File: config.mk
export PLATFORM = sky130hd
export DESIGN_NAME = if_stage
export DESIGN_NICKNAME = d
export VERILOG_FILES = /design/src/rtl/if_stage.sv
export SDC_FILE = /design/constraint.sdc
export NUM_CORES = 1
export LEC_CHECK = 0
export ABC_AREA = 1
export ABC_CLOCK_PERIOD_IN_PS = 5220
export CAP_MARGIN = 5
export CORE_UTILIZATION = 55
export CTS_BUF_LIST = sky130_fd_sc_hd__clkbuf_4
export CTS_CLUSTER_DIAMETER = 40
export DETAILED_ROUTE_END_ITERATION = 6
export PLACE_DENSITY_LB_ADDON = 0.12
export SYNTH_ARGS = -nofsm -noshare
export SYNTH_HDL_FRONTEND = slang
export SYNTH_SLANG_ARGS = --single-unit
File: constraint.sdc
create_clock -name clk -period 5.22 [get_ports clk]
set_clock_uncertainty 0.1 [all_clocks]
set_input_delay 0.783 -clock clk [delete_from_list [all_inputs] [get_ports clk]]
set_output_delay 0.783 -clock clk [all_outputs]
set_load 0.02 [all_outputs]
File: src/rtl/if_stage.sv
// Instruction fetch stage: requests one word at a time from instruction
// memory, holds it for decode, and computes the next PC when decode accepts.
//
// Handshakes:
//   imem side: imem_req/imem_addr are held stable until imem_gnt is seen high.
//              Exactly one request is outstanding; the response arrives via
//              imem_rvalid at least one cycle after the grant. Any rvalid seen
//              while no response is expected is ignored.
//   decode side: inst_valid is high only in HOLD; inst/inst_pc are stable
//              while inst_valid is high and inst_ready is low. A transfer
//              happens on a rising edge where inst_valid && inst_ready.
module if_stage #(
   parameter logic [31:0] RESET_PC = 32'h0000_3000
) (
   input  logic        clk,
   input  logic        rst,
   output logic        imem_req,
   output logic [31:0] imem_addr,
   input  logic        imem_gnt,
   input  logic        imem_rvalid,
   input  logic [31:0] imem_rdata,
   output logic [31:0] inst,
   output logic [31:0] inst_pc,
   output logic        inst_valid,
   input  logic        inst_ready,
   input  logic [1:0]  npc_op,
   input  logic [31:0] jr_target,
   output logic        addr_err,
   output logic [31:0] fetch_count,
   output logic [1:0]  dbg_state
);

   typedef enum logic [1:0] {
      S_REQ  = 2'd0,
      S_WAIT = 2'd1,
      S_HOLD = 2'd2
   } state_e;

   localparam logic [1:0] NPC_SEQ    = 2'b00;
   localparam logic [1:0] NPC_BRANCH = 2'b01;
   localparam logic [1:0] NPC_JUMP   = 2'b10;
   localparam logic [1:0] NPC_JR     = 2'b11;

   state_e      state_q, state_d;
   logic [31:0] pc_q, pc_d;
   logic [31:0] inst_q, inst_d;
   logic [31:0] inst_pc_q, inst_pc_d;
   logic [31:0] fetch_count_q, fetch_count_d;
   logic        addr_err_q, addr_err_d;

   logic        accept;
   logic [31:0] seq_pc;
   logic [31:0] br_off;
   logic [31:0] npc;
   logic        npc_misaligned;

   assign accept = (state_q == S_HOLD) && inst_ready;

   // Next-PC selection from the held instruction; only used on acceptance.
   always_comb begin
      seq_pc         = inst_pc_q + 32'd4;
      br_off         = {{14{inst_q[15]}}, inst_q[15:0], 2'b00};
      npc            = seq_pc;
      npc_misaligned = 1'b0;
      case (npc_op)
         NPC_SEQ:    npc = seq_pc;
         NPC_BRANCH: npc = seq_pc + br_off;
         NPC_JUMP:   npc = {seq_pc[31:28], inst_q[25:0], 2'b00};
         NPC_JR: begin
            // Misaligned register targets are forced to a word boundary.
            npc            = {jr_target[31:2], 2'b00};
            npc_misaligned = (jr_target[1:0] != 2'b00);
         end
         default:    npc = seq_pc;
      endcase
   end

   // FSM next state plus the datapath register updates it controls.
   always_comb begin
      state_d       = state_q;
      pc_d          = pc_q;
      inst_d        = inst_q;
      inst_pc_d     = inst_pc_q;
      fetch_count_d = fetch_count_q;
      addr_err_d    = addr_err_q;
      case (state_q)
         S_REQ: begin
            if (imem_gnt) begin
               state_d = S_WAIT;
            end
         end
         S_WAIT: begin
            if (imem_rvalid) begin
               inst_d    = imem_rdata;
               inst_pc_d = pc_q;
               state_d   = S_HOLD;
            end
         end
         S_HOLD: begin
            if (accept) begin
               pc_d          = npc;
               fetch_count_d = fetch_count_q + 32'd1;
               addr_err_d    = addr_err_q | npc_misaligned;
               state_d       = S_REQ;
            end
         end
         default: begin
            state_d = S_REQ;
         end
      endcase
   end

   // State and datapath registers with synchronous reset.
   always_ff @(posedge clk) begin
      if (rst) begin
         state_q       <= S_REQ;
         pc_q          <= RESET_PC;
         inst_q        <= 32'd0;
         inst_pc_q     <= 32'd0;
         fetch_count_q <= 32'd0;
         addr_err_q    <= 1'b0;
      end else begin
         state_q       <= state_d;
         pc_q          <= pc_d;
         inst_q        <= inst_d;
         inst_pc_q     <= inst_pc_d;
         fetch_count_q <= fetch_count_d;
         addr_err_q    <= addr_err_d;
      end
   end

   assign imem_req    = (state_q == S_REQ);
   assign imem_addr   = pc_q;
   assign inst        = inst_q;
   assign inst_pc     = inst_pc_q;
   assign inst_valid  = (state_q == S_HOLD);
   assign addr_err    = addr_err_q;
   assign fetch_count = fetch_count_q;
   assign dbg_state   = state_q;

endmodule

Yosys cells after proc, flatten, opt, wreduce, memory -nomap -nowiden
Index checks and enable logic that the tools add are counted.

Bits in registers: 131. Bits of input ports: 71. Output and inout bits: 133. Logic and storage cells: 31.

Add/sub/neg operators: 3. Equality and inequality tests: 8. Muxes and demuxes: 6. Bitwise logic cells: 1. Reductions and logical operators: 7.

Operator list (number): one-hot mux 32 bit (4 select lines) (1); adder 32 x 1 -> 32 bit, second input constant (1); adder 32 x 3 -> 32 bit, second input constant (1); adder 32 bit (1); equality test 2 bit, second input constant (3); 2-to-1 mux 2 bit (3); one-hot mux 2 bit (3 select lines) (1); equality test 2 x 1 -> 1 bit, second input constant (2); zero test 2 bit (2); inequality test 2 x 1 -> 1 bit, second input constant (2); AND reduction 2 bit (2); AND reduction 3 bit (1); inequality test 2 bit, second input constant (1); nonzero test 2 bit (1); logical AND 1 bit (1); 2-to-1 mux 1 bit (1); OR 1 bit (1).

Logic depth before layout (Yosys ltp)
Gate-level depths: netlist of run 1.

Depth after elaboration: 4. Mapped depth: 26. Depth with buffers taken out: 26.

Worst setup path before layout of run 1
OpenSTA, ideal clock, no wires.

Path type: flip-flop to flip-flop. From: register inst_pc_q[3], in the netlist inst_pc[3]. To: register pc_q[31], in the netlist imem_addr[31]. Setup time: 132 ps. Arrival time: 2636 ps. Data required time: 4988 ps. Path slack: 2352 ps. Cell stages (with the launch flop): 22. Buffers on the path: 0. Clock period less this slack: 2868 ps. Path through: dfxtp_1 > ha_1 > nand2_1 > inv_1 > nand2_1 > nor2_1 > nand3_1 > xor2_1 > inv_1 > ha_1 > nand2_1 > inv_1 > a21oi_1 > nand2_1 > nand2_1 > nand2_1 > a21oi_1 > nand2_1 > nand3_1 > nand2_1 > nand2_1 > a21oi_1.

Word-level cells in the longest chain between the ends: 3.

RTL lines: start: declaration (RTL line 47) `logic [31:0] inst_pc_q, inst_pc_d;`; start signal: assignment (RTL line 126) `inst_pc_q <= inst_pc_d;`; adder 32 x 3 -> 32 bit * (RTL line 61) `seq_pc = inst_pc_q + 32'd4;`; adder 32 bit (RTL line 67) `NPC_BRANCH: npc = seq_pc + br_off;`; one-hot mux 32 bit (4 select lines) * (RTL line 65) `case (npc_op)`; end signal: assignment (RTL line 124) `pc_q <= pc_d;`; end: declaration (RTL line 45) `logic [31:0] pc_q, pc_d;`.

Mark *: on every way between the ends. The rest lies on a longest branch, timed or not. A chain may end at the register's enable or synchronous reset.

Worst setup path in the final report of run 1
From: input port npc_op[1]. To: register pc_q[22], in the netlist imem_addr[22].

Word-level cells in the longest chain between the ends: 2. Elaborated cells on any way between the ends: 5. Those cells by class: 3 x eq/ne; 1 x mux; 1 x reduce/logical.

RTL lines: start: declaration (RTL line 26) `input logic [1:0] npc_op,`; equality test 2 bit, or another cell as far along (RTL line 65); one-hot mux 32 bit (4 select lines) * (RTL line 65).

Marked as above.

==> reports/results.tsv, run 1 <==
metric	value	unit
outcome	finished, final reports clean	
max cap viols	0	
die area	16600	um^2
Clock Pin Slew Worst Setup and Hold Paths	0.12	ns
synth unique cells	45	
vias in the first global route	9221	
FMAX	268	MHz
Resize count post-CTS	0	
drt first pass iters	6	
H-tree depth	4	
routability cong.	1.02	
most common cell after layout, fill and taps aside	nand2_1	
HP Class	flop to flop	
pwr dens	199	nW/um^2
Crit path required time	5.54	ns
DP Wirelength	23.7	mm
number of remaining DRC errors	0	
syn_area_per_cell	6.23	um^2
CP Class	input pin to flop	
RSZ-0062 raised after global routing	no	
initial antenna violation count	1	
GR Overflow Total	0	
# IOs	204	
Die Ht	129	um
Clk Latency, worst-skew pair	0.57	ns
startpoint types	input pin	
YS warnings	0	
Syn Nets	1526	
I/O Buffers	203	
reg2reg path depth	19	
Iter 0 DRT Violations	1036	
worst slew pin tran	0.968	ns
routed vias	10201	
Num CTS Buffers	17	
Final Power	0.00224	W
gr usage total	0.378	
minimum clock period	3.73	ns
Core Footprint	15400	um^2
setup_tns	0	ns
Root Buffer	clkbuf_4	
clock buffer depth	2	
number of synthesized register bits	131	
crit path DAT	4.05	ns
cts hold-fix bufs	0	
CTS tree	done	
final period utilization	0.715	
CTS sink count	131	
largest net degree at the start of global routing	73	
Slew Limit Fails	0	
Final setup viols	0	
Synth Instances	1418	
Seq/Total Area, Yosys	0.297	
worst hold path depth	2	
share of layout cells above drive strength 1	0.0503	
Post-synth ARST share	0	
site row count	45	
first-pass GRT wire length	47.8	mm
Routed WL per cell	17.0	um
initial core utilization	0.573	
Lkg Pwr	4.71	nW
Synth Cell Area	8840	um^2
ys flop type	dfxtp_1	
antenna viol nets, final	0	
final hold viol count	0	
nets@finish	1704	
routed wire length	30.9	mm
P&R area growth vs syn	27.4	%
Hold WS	0.353	ns
Vias/cell	5.60	
Setup Buffers After CTS	0	
EDFF count, synth	0	
crit end category	flop	
maximum fanout along the worst path	15	
slew margin rel.	0.354	
commonest non-fill, non-tap cells in the layout	nand2_1, inv_1, clkdlybuf4s50_1	
peak supply drop	206	uV
die width	129	um
-- cells by family after synthesis --
family | share of synthesized area
simple gates | 0.329
compound gates | 0.174
buf+inv | 0.113
flops | 0.297
fa+ha+maj | 0.0532
xor+xnor | 0.0336
-- synthesized netlist by cell type, types with 2 or more instances --
cell type / n / area (um^2)
clkbuf_1: 41 / 154
nand2_4: 2 / 22.5
nand3_2: 2 / 20.0
a21oi_1: 147 / 736
xor2_1: 31 / 272
o21ai_0: 98 / 490
buf_2: 4 / 20.0
nor2_4: 7 / 78.8
o221ai_1: 2 / 17.5
o2111ai_1: 5 / 43.8
nand2_2: 6 / 37.5
inv_1: 212 / 796
nor3_4: 2 / 32.5
inv_2: 2 / 7.51
o22ai_1: 2 / 12.5
nand4_1: 14 / 87.6
dfxtp_1: 131 / 2620
nor4_1: 4 / 25.0
nand2_1: 376 / 1410
nor3_1: 29 / 145
nor3_2: 3 / 30.0
a31oi_1: 2 / 12.5
nor2_2: 9 / 56.3
nand3b_1: 4 / 30.0
buf_1: 2 / 7.51
nand3_1: 72 / 360
or2_2: 6 / 37.5
o21bai_1: 6 / 45.0
a221oi_1: 12 / 105
ha_1: 36 / 450
nor2_1: 131 / 492
o211ai_1: 5 / 37.5
-- area by class of cell --
cell class | count | area (um^2)
clock inverter | 15 | 144
tap | 211 | 264
multi-input combinational | 1024 | 5230
inverter | 215 | 807
fill | 1381 | 4170
antenna | 1 | 2.50
clock buffer | 17 | 128
timing repair buffer | 207 | 2060
sequential | 131 | 2620
-- critical path: stages --
cell and delay, ns:
clkdlybuf4s50_1 0.99, inv_1 0.32, nor2_2 0.68, inv_1 0.50, nor2_1 0.43, o21ai_0 0.20, nand2_1 0.09, a21oi_1 0.06
-- power breakdown --
| group | internal, W | switching [W] |
|---|---|---|
| combinational | 0.000192 | 0.000273 |
| sequential | 0.00103 | 0.0000465 |
| clock | 0.000248 | 0.000449 |
| total | 0.00147 | 0.000768 |
-- layer usage --
metal | wire, um | part of all wire | global-route usage
met5 | 0 | 0 | 0
met4 | 1160 | 0.038 | 0.164
met3 | 3330 | 0.11 | 0.101
met2 | 13700 | 0.44 | 0.594
met1 | 12700 | 0.41 | 0.487
-- flip-flops by register name, indices dropped and copies added, names as in the netlist --
register,flops
addr_err,1
dbg_state,2
fetch_count,32
imem_addr,32
inst,32
inst_pc,32
-- through the flow --
step | instance area (um^2) | std cells | util | worst slack (ns)
final | 11300 | 1821 | 0.729 | 1.49
after global routing | 11300 | 1821 | 0.729 | 1.35
after CTS | 11300 | 1820 | 0.729 | 1.64
after detailed placement | 11000 | 1788 | 0.712 | 1.06
after global placement | 11000 | 1788 | 0.712 | 1.06
after floorplan | 8840 | 1418 | - | 2.35
-- path summary, 6_finish.rpt --
| path | startpoint | endpoint | slack, ns |
|---|---|---|---|
| max | npc_op[1] | imem_addr[22] | 1.49 |
| max reg2reg | inst_pc[3] | imem_addr[25] | 1.64 |
| min reg2reg | inst[28] | inst[28] | 0.35 |
| min | inst[28] | inst[28] | 0.35 |
(Power assumes the default switching activity.)
==> run 2: changes to the inputs <==
--- a/config.mk
+++ b/config.mk
@@ -6,9 +6,9 @@
 export NUM_CORES = 1
 export LEC_CHECK = 0
 export ABC_AREA = 1
-export ABC_CLOCK_PERIOD_IN_PS = 5220
+export ABC_CLOCK_PERIOD_IN_PS = 3150
 export CAP_MARGIN = 5
-export CORE_UTILIZATION = 55
+export CORE_UTILIZATION = 47
 export CTS_BUF_LIST = sky130_fd_sc_hd__clkbuf_4
 export CTS_CLUSTER_DIAMETER = 40
 export DETAILED_ROUTE_END_ITERATION = 6
==> constraint.sdc (replaced) <==
create_clock -name clk -period 3.15 [get_ports clk]
set_clock_uncertainty 0.1 [all_clocks]
set_input_delay 0.4725 -clock clk [delete_from_list [all_inputs] [get_ports clk]]
set_output_delay 0.4725 -clock clk [all_outputs]
set_load 0.02 [all_outputs]
==> run 2 against run 1 <==
Net effect: the flow now finishes with violations (design-rule violations); global-route usage down 2.9 points; via count increased by 4.5%; critical path type is now flop to flop; sequential power increased by 65%; core utilization is 0.74 points lower; wire length rose by 12%; highest routed layer unchanged; sequential share of layout area fell by 3.2 points.
==> reports/results.tsv, run 2 (synthesis results as in run 1) <==
metric	value	unit	change
Lkg Pwr	5.56	nW	was 4.71 nW
antenna viol nets, final	0		unchanged
CTS tree	done		unchanged
combinational share of power	0.251		was 0.207
RSZ-0062 raised after global routing	yes		was no
worst hold path depth	5		was 2
commonest non-fill, non-tap cells in the layout	nand2_1, inv_1, clkdlybuf4s50_1		unchanged
maximum fanout along the worst path	4		was 15
Clk Latency, worst-skew pair	0.60	ns	was 0.57 ns
initial core utilization	0.485		was 0.573
Iter 0 DRT Violations	866		was 1,036
routed vias	10665		was 10,201
DP Wirelength	26.7	mm	was 23.7 mm
share of layout cells above drive strength 1	0.205		was 0.0503
crit path DAT	3.45	ns	was 4.05 ns
Core Footprint	18200	um^2	was 15,400 um^2
first-pass GRT wire length	52.2	mm	was 47.8 mm
failing checks	design-rule violations		
pre-CTS WS	-0.238	ns	was 1.06 ns
H-tree depth	4		unchanged
die area	19400	um^2	was 16,600 um^2
P&R area growth vs syn	48.8	%	was 27.4%
CP Class	flop to flop		was input pin to flop
FILL cells	1554		was 1,381
HP Class	input pin to flop		was flop to flop
GR Overflow Total	0		unchanged
worst slew pin tran	0.665	ns	was 0.968 ns
routed wire length	34.7	mm	was 30.9 mm
final worst setup slack	0.0309	ns	was 1.49 ns
startpoint types	flop		was input pin
number of remaining DRC errors	11		was 0
Net Sw Frac	0.367		was 0.343
FMAX	321	MHz	
Clock power frac	0.309		was 0.311
Final setup viols	0		unchanged
register area	2640	um^2	was 2620 um^2
peak supply drop	327	uV	was 206 uV
slew margin rel.	0.557		was 0.354
largest net degree at the start of global routing	81		was 73
placed insts	1944		was 1,788
site row count	49		was 45
Clock Pin Slew Worst Setup and Hold Paths	0.17	ns	was 0.12 ns
routability cong.	0.982		was 1.02
die width	139	um	was 129 um
Routed WL per cell	17.5	um	was 17.0 um
internal power	0.00256	W	was 0.00147 W
switching power	0.00148	W	was 0.000768 W
I/O Buffers	203		unchanged
Crit path required time	3.48	ns	was 5.54 ns
reg2reg path depth	23		was 19
initial antenna violation count	1		unchanged
max cap viols	0		unchanged
Die Ht	139	um	was 129 um
nets@finish	1848		was 1,704
most common cell after layout, fill and taps aside	nand2_1		unchanged
final period utilization	0.990		
final std cells w/o fill	1983		was 1,821
CTS sink count	131		unchanged
# IOs	204		unchanged
Root Buffer	clkbuf_4		unchanged
Num CTS Buffers	17		unchanged
clock buffer depth	2		unchanged
Multi-input gate area	5890	um^2	was 5230 um^2
outcome	complete, but fails checks		was finished, final reports clean
drt first pass iters	7		was 6
cts hold-fix bufs	0		unchanged
final hold viol count	0		unchanged
crit end category	flop		unchanged
minimum clock period	3.12	ns	
vias in the first global route	9649		was 9,221
Slew Limit Fails	0		unchanged
Vias/cell	5.38		was 5.60
gr usage total	0.349		was 0.378
pwr dens	307	nW/um^2	was 199 nW/um^2
sequential fraction of design power	0.441		was 0.482
==> run 2: final timing paths <==
| check | from | to | slack (ns) |
|---|---|---|---|
| setup / recovery | inst_pc[3] | imem_addr[25] | 0.03 |
| hold / removal | rst | fetch_count[3] | 0.25 |
| setup reg to reg | inst_pc[3] | imem_addr[25] | 0.03 |
| hold reg to reg | inst[29] | inst[29] | 0.36 |
==> run 2: power by group through the flow <==
stage / sequential, W / clock [W] / combinational [W]
after floorplan: 0.00187 / 0 / 0.000356
after global routing: 0.00179 / 0.00132 / 0.00108
after detailed placement: 0.00181 / 0 / 0.000909
after global placement: 0.00181 / 0 / 0.000903
after CTS: 0.00177 / 0.00127 / 0.000922
final: 0.00178 / 0.00125 / 0.00101
==> run 2: worst max-delay path, stage by stage, from the launching register on <==
cell and delay (ns):
dfxtp_2 0.36, buf_6 0.10, nand2_4 0.04, nor2_4 0.16, nand2_2 0.09, nor2_4 0.13, nand2_2 0.08, nor2_4 0.12
nand2_1 0.07, xor2_1 0.17, buf_4 0.17, inv_4 0.05, ha_4 0.29, nand2_4 0.08, nor2_4 0.12, inv_2 0.07
nor3_1 0.21, nand3_1 0.15, nand3_1 0.10, nand2_1 0.05, nand3_1 0.06, nand2_1 0.06, nand2_1 0.05, a21oi_1 0.06
==> run 2: cell type report <==
type,count,share of cell area
Antenna cell,1,0.000190
Tap cell,229,0.0218
Clock buffer,17,0.00971
Sequential cell,131,0.201
Timing Repair Buffer,351,0.244
Multi-Input combinational cell,1024,0.448
Clock inverter,15,0.0137
Inverter,215,0.0616
==> run 2: through the flow <==
| step | instance area, um^2 | power, W | util | TNS [ns] | hold WS, ns |
|---|---|---|---|---|---|
| floorplan | 8840 | 0.00223 | - | 0 | 0.420 |
| detailed placement | 12100 | 0.00272 | 0.664 | -0.512 | 0.341 |
| finish | 13100 | 0.00404 | 0.722 | 0 | 0.254 |
| global placement | 12100 | 0.00271 | 0.664 | -0.267 | 0.331 |
| global route | 13100 | 0.00419 | 0.722 | -1.29 | 0.266 |
| CTS | 12500 | 0.00396 | 0.685 | -0.0421 | 0.227 |
==> run 2: timing repair <==
item,CTS,global route
setup buffers,0,6
pin swaps,6,53
gates resized for setup,23,150
endpoints found under the setup margin,15,24
==> run 2: metal layers <==
layer | wire length, um | GRT usage | vias to the layer above
met4 | 1070 | 0.118 | 0
met5 | 0 | 0 | -
li1 | - | - | 5207
met1 | 15200 | 0.460 | 4895
met3 | 2800 | 0.0767 | 85
met2 | 15700 | 0.562 | 478
==> run 3: changes to the inputs <==
--- a/config.mk
+++ b/config.mk
@@ -12,7 +12,9 @@
 export CTS_BUF_LIST = sky130_fd_sc_hd__clkbuf_4
 export CTS_CLUSTER_DIAMETER = 40
 export DETAILED_ROUTE_END_ITERATION = 6
+export GPL_TIMING_DRIVEN = 0
 export PLACE_DENSITY_LB_ADDON = 0.12
+export SKIP_LAST_GASP = 1
 export SYNTH_ARGS = -nofsm -noshare
 export SYNTH_HDL_FRONTEND = slang
 export SYNTH_SLANG_ARGS = --single-unit
==> run 3 against run 2 <==
Net effect: maximum frequency hardly changed; critical path depth is 3 lower; core utilization is 3.5 points lower; via count is 0.93% lower; the run still ends with design-rule violations left.
==> reports/results.tsv, run 3 (synthesis results as in run 1) <==
metric	value	unit	change
setup_tns	0	ns	unchanged
design area	12500	um^2	was 13,100 um^2
DP Wirelength	27.7	mm	was 26.7 mm
RSZ-0062 raised after global routing	yes		unchanged
site row count	49		unchanged
initial antenna violation count	1		unchanged
total stage count of the critical path	20		was 23
reg2reg end	imem_addr[27]		was imem_addr[25]
P&R area growth vs syn	41.7	%	was 48.8%
minimum clock period	3.12	ns	about the same
H-tree depth	4		unchanged
final hold viol count	0		unchanged
placed insts	1848		was 1,944
Root Buffer	clkbuf_4		unchanged
Iter 0 DRT Violations	1011		was 866
first-pass GRT wire length	53.6	mm	was 52.2 mm
worst slew pin tran	0.908	ns	was 0.665 ns
routability cong.	1.04		was 0.982
reg2reg path depth	20		was 23
metal3 WL	3.44	mm	was 2.80 mm
startpoint types	flop		unchanged
FILL cells	1665		was 1,554
I/O Buffers	201		was 203
slew margin rel.	0.395		was 0.557
met2 routed WL	15.7	mm	about the same
Slew Limit Fails	0		unchanged
M1 wire length	15.1	mm	was 15.2 mm
number of remaining DRC errors	12		was 11
WP buf/inv	2		was 4
most common cell after layout, fill and taps aside	nand2_1		unchanged
clock buffer depth	2		unchanged
Lkg Pwr	5.09	nW	was 5.56 nW
outcome	complete, but fails checks		unchanged
CP Capture Point	imem_addr[27]		was imem_addr[25]
Die Ht	139	um	unchanged
final std cells w/o fill	1911		was 1,983
GR Overflow Total	0		unchanged
peak supply drop	284	uV	was 327 uV
final period utilization	0.989		was 0.990
CP delay by family, top	simple AND/OR/NAND/NOR gates		unchanged
placed cell area	11100	um^2	was 12,100 um^2
Critical path origin	inst_pc[11]		was inst_pc[3]
antenna viol nets, final	0		unchanged
Num CTS Buffers	17		unchanged
initial core utilization	0.485		unchanged
slowest CP cell	dfxtp_4		was dfxtp_2
FMAX	321	MHz	about the same
CP peak stage delay	0.43	ns	was 0.36 ns
CTS sink count	131		unchanged
commonest non-fill, non-tap cells in the layout	nand2_1, inv_1, clkdlybuf4s50_1		unchanged
CTS tree	done		unchanged
die width	139	um	unchanged
Clk Latency, worst-skew pair	0.59	ns	was 0.60 ns
die area	19400	um^2	unchanged
largest net degree at the start of global routing	23		was 81
Vias/cell	5.53		was 5.38
HP Class	input pin to flop		unchanged
pwr dens	317	nW/um^2	was 307 nW/um^2
share of layout cells above drive strength 1	0.161		was 0.205
crit path DAT	3.47	ns	was 3.45 ns
maximum fanout along the worst path	5		was 4
Final setup viols	0		unchanged
routed wire length	35.7	mm	was 34.7 mm
max cap viols	0		unchanged
crit-path cells	nand2_1 -> nor2_2 -> nand2_1 -> nor2_4 -> buf_4 -> nand2_1 -> nand2_1 -> ha_1 -> nand2_1 -> inv_1 -> nand2_1 -> nand2_1 -> a21oi_2 -> nor2_1 -> nor2_1 -> nand3_1 -> nand3_1 -> nand2_1 -> nand2_2 -> a21oi_2		was buf_6 -> nand2_4 -> nor2_4 -> nand2_2 -> nor2_4 -> nand2_2 -> nor2_4 -> nand2_1 -> xor2_1 -> buf_4 -> inv_4 -> ha_4 -> nand2_4 -> nor2_4 -> inv_2 -> nor3_1 -> nand3_1 -> nand3_1 -> nand2_1 -> nand3_1 -> nand2_1 -> nand2_1 -> a21oi_1
gr usage total	0.363		was 0.349
Crit path required time	3.51	ns	was 3.48 ns
failing checks	design-rule violations		unchanged
Reg2Reg Setup Slack	0.03	ns	about the same
fin util	0.687		was 0.722
vias in the first global route	9781		was 9,649
final worst setup slack	0.0333	ns	was 0.0309 ns
pre-CTS WS	-0.447	ns	was -0.238 ns
top routing layer used	met4		unchanged
# IOs	204		unchanged
crit end category	flop		unchanged
drt first pass iters	7		unchanged
CP Class	flop to flop		unchanged
nets@finish	1775		was 1,848
routed vias	10566		was 10,665
Core Footprint	18200	um^2	unchanged
critical path's most frequent cell	nand2_1		
Clock Pin Slew Worst Setup and Hold Paths	0.16	ns	was 0.17 ns
Routed WL per cell	18.7	um	was 17.5 um
RR Startpoint	inst_pc[11]		was inst_pc[3]
run 3: changes by cell type in the layout (fill, tap and decap cells not counted), moves of 4 or more:
cell,before,now
clkbuf_1,0,41
ha_1,21,17
dfxtp_4,0,9
nand2_2,29,33
xor2_1,25,17
a21oi_2,12,16
buf_4,138,29
buf_12,4,0
buf_6,6,1
xor2_2,5,10
dfxtp_1,119,107
run 3: per-layer routing:
metal | vias up | GRT usage
li1 | 5069 | -
met1 | 4874 | 0.469
met2 | 542 | 0.565
met3 | 81 | 0.0998
met4 | 0 | 0.157
met5 | - | 0
run 3: report_power, final:
group,internal (W),switching (W)
registers,0.00171,0.0000899
logic,0.000381,0.000522
clock network,0.000442,0.000816
run 3: metrics by stage:
stage	hold WS, ns	total power, W
after floorplan	0.420	0.00223
after global placement	0.331	0.00261
after detailed placement	0.338	0.00262
after CTS	0.245	0.00388
after global routing	0.278	0.00411
final	0.268	0.00396
run 3: worst min path at each step:
stage          cells past startpoint  startpoint              end  slack, ns
6_report                           3         rst  fetch_count[30]       0.27
5_1_grt                            3         rst  fetch_count[30]       0.28
4_1_cts                            3         rst  fetch_count[30]       0.24
3_5_place_dp                       2    inst[31]         inst[31]       0.34
3_3_place_gp                       2    inst[28]         inst[28]       0.33
2_1_floorplan                      2    inst[26]         inst[26]       0.42
run 3: final cells by class:
type	count	area, um^2	area share
buffer	48	193	0.0154
clock buffer	17	128	0.0102
clock inverter	15	179	0.0143
antenna	2	5.00	0.000400
inverter	215	810	0.0647
tap	229	287	0.0229
timing repair buffer	230	2230	0.178
multi-input combinational	1024	6010	0.480
sequential	131	2680	0.214
run 3: worst min-delay path, cell delays in order:
cell and delay (ns):
clkbuf_1 0.19, a21oi_1 0.16, o21a_1 0.12
run 3: repair_timing:
action                                  CTS  global route
endpoints found under the setup margin   21            25
pin swaps                                15            42
buffers inserted                         13            16
gates resized for setup                  64           145
hold buffers                              0             0
cloned                                    0             0
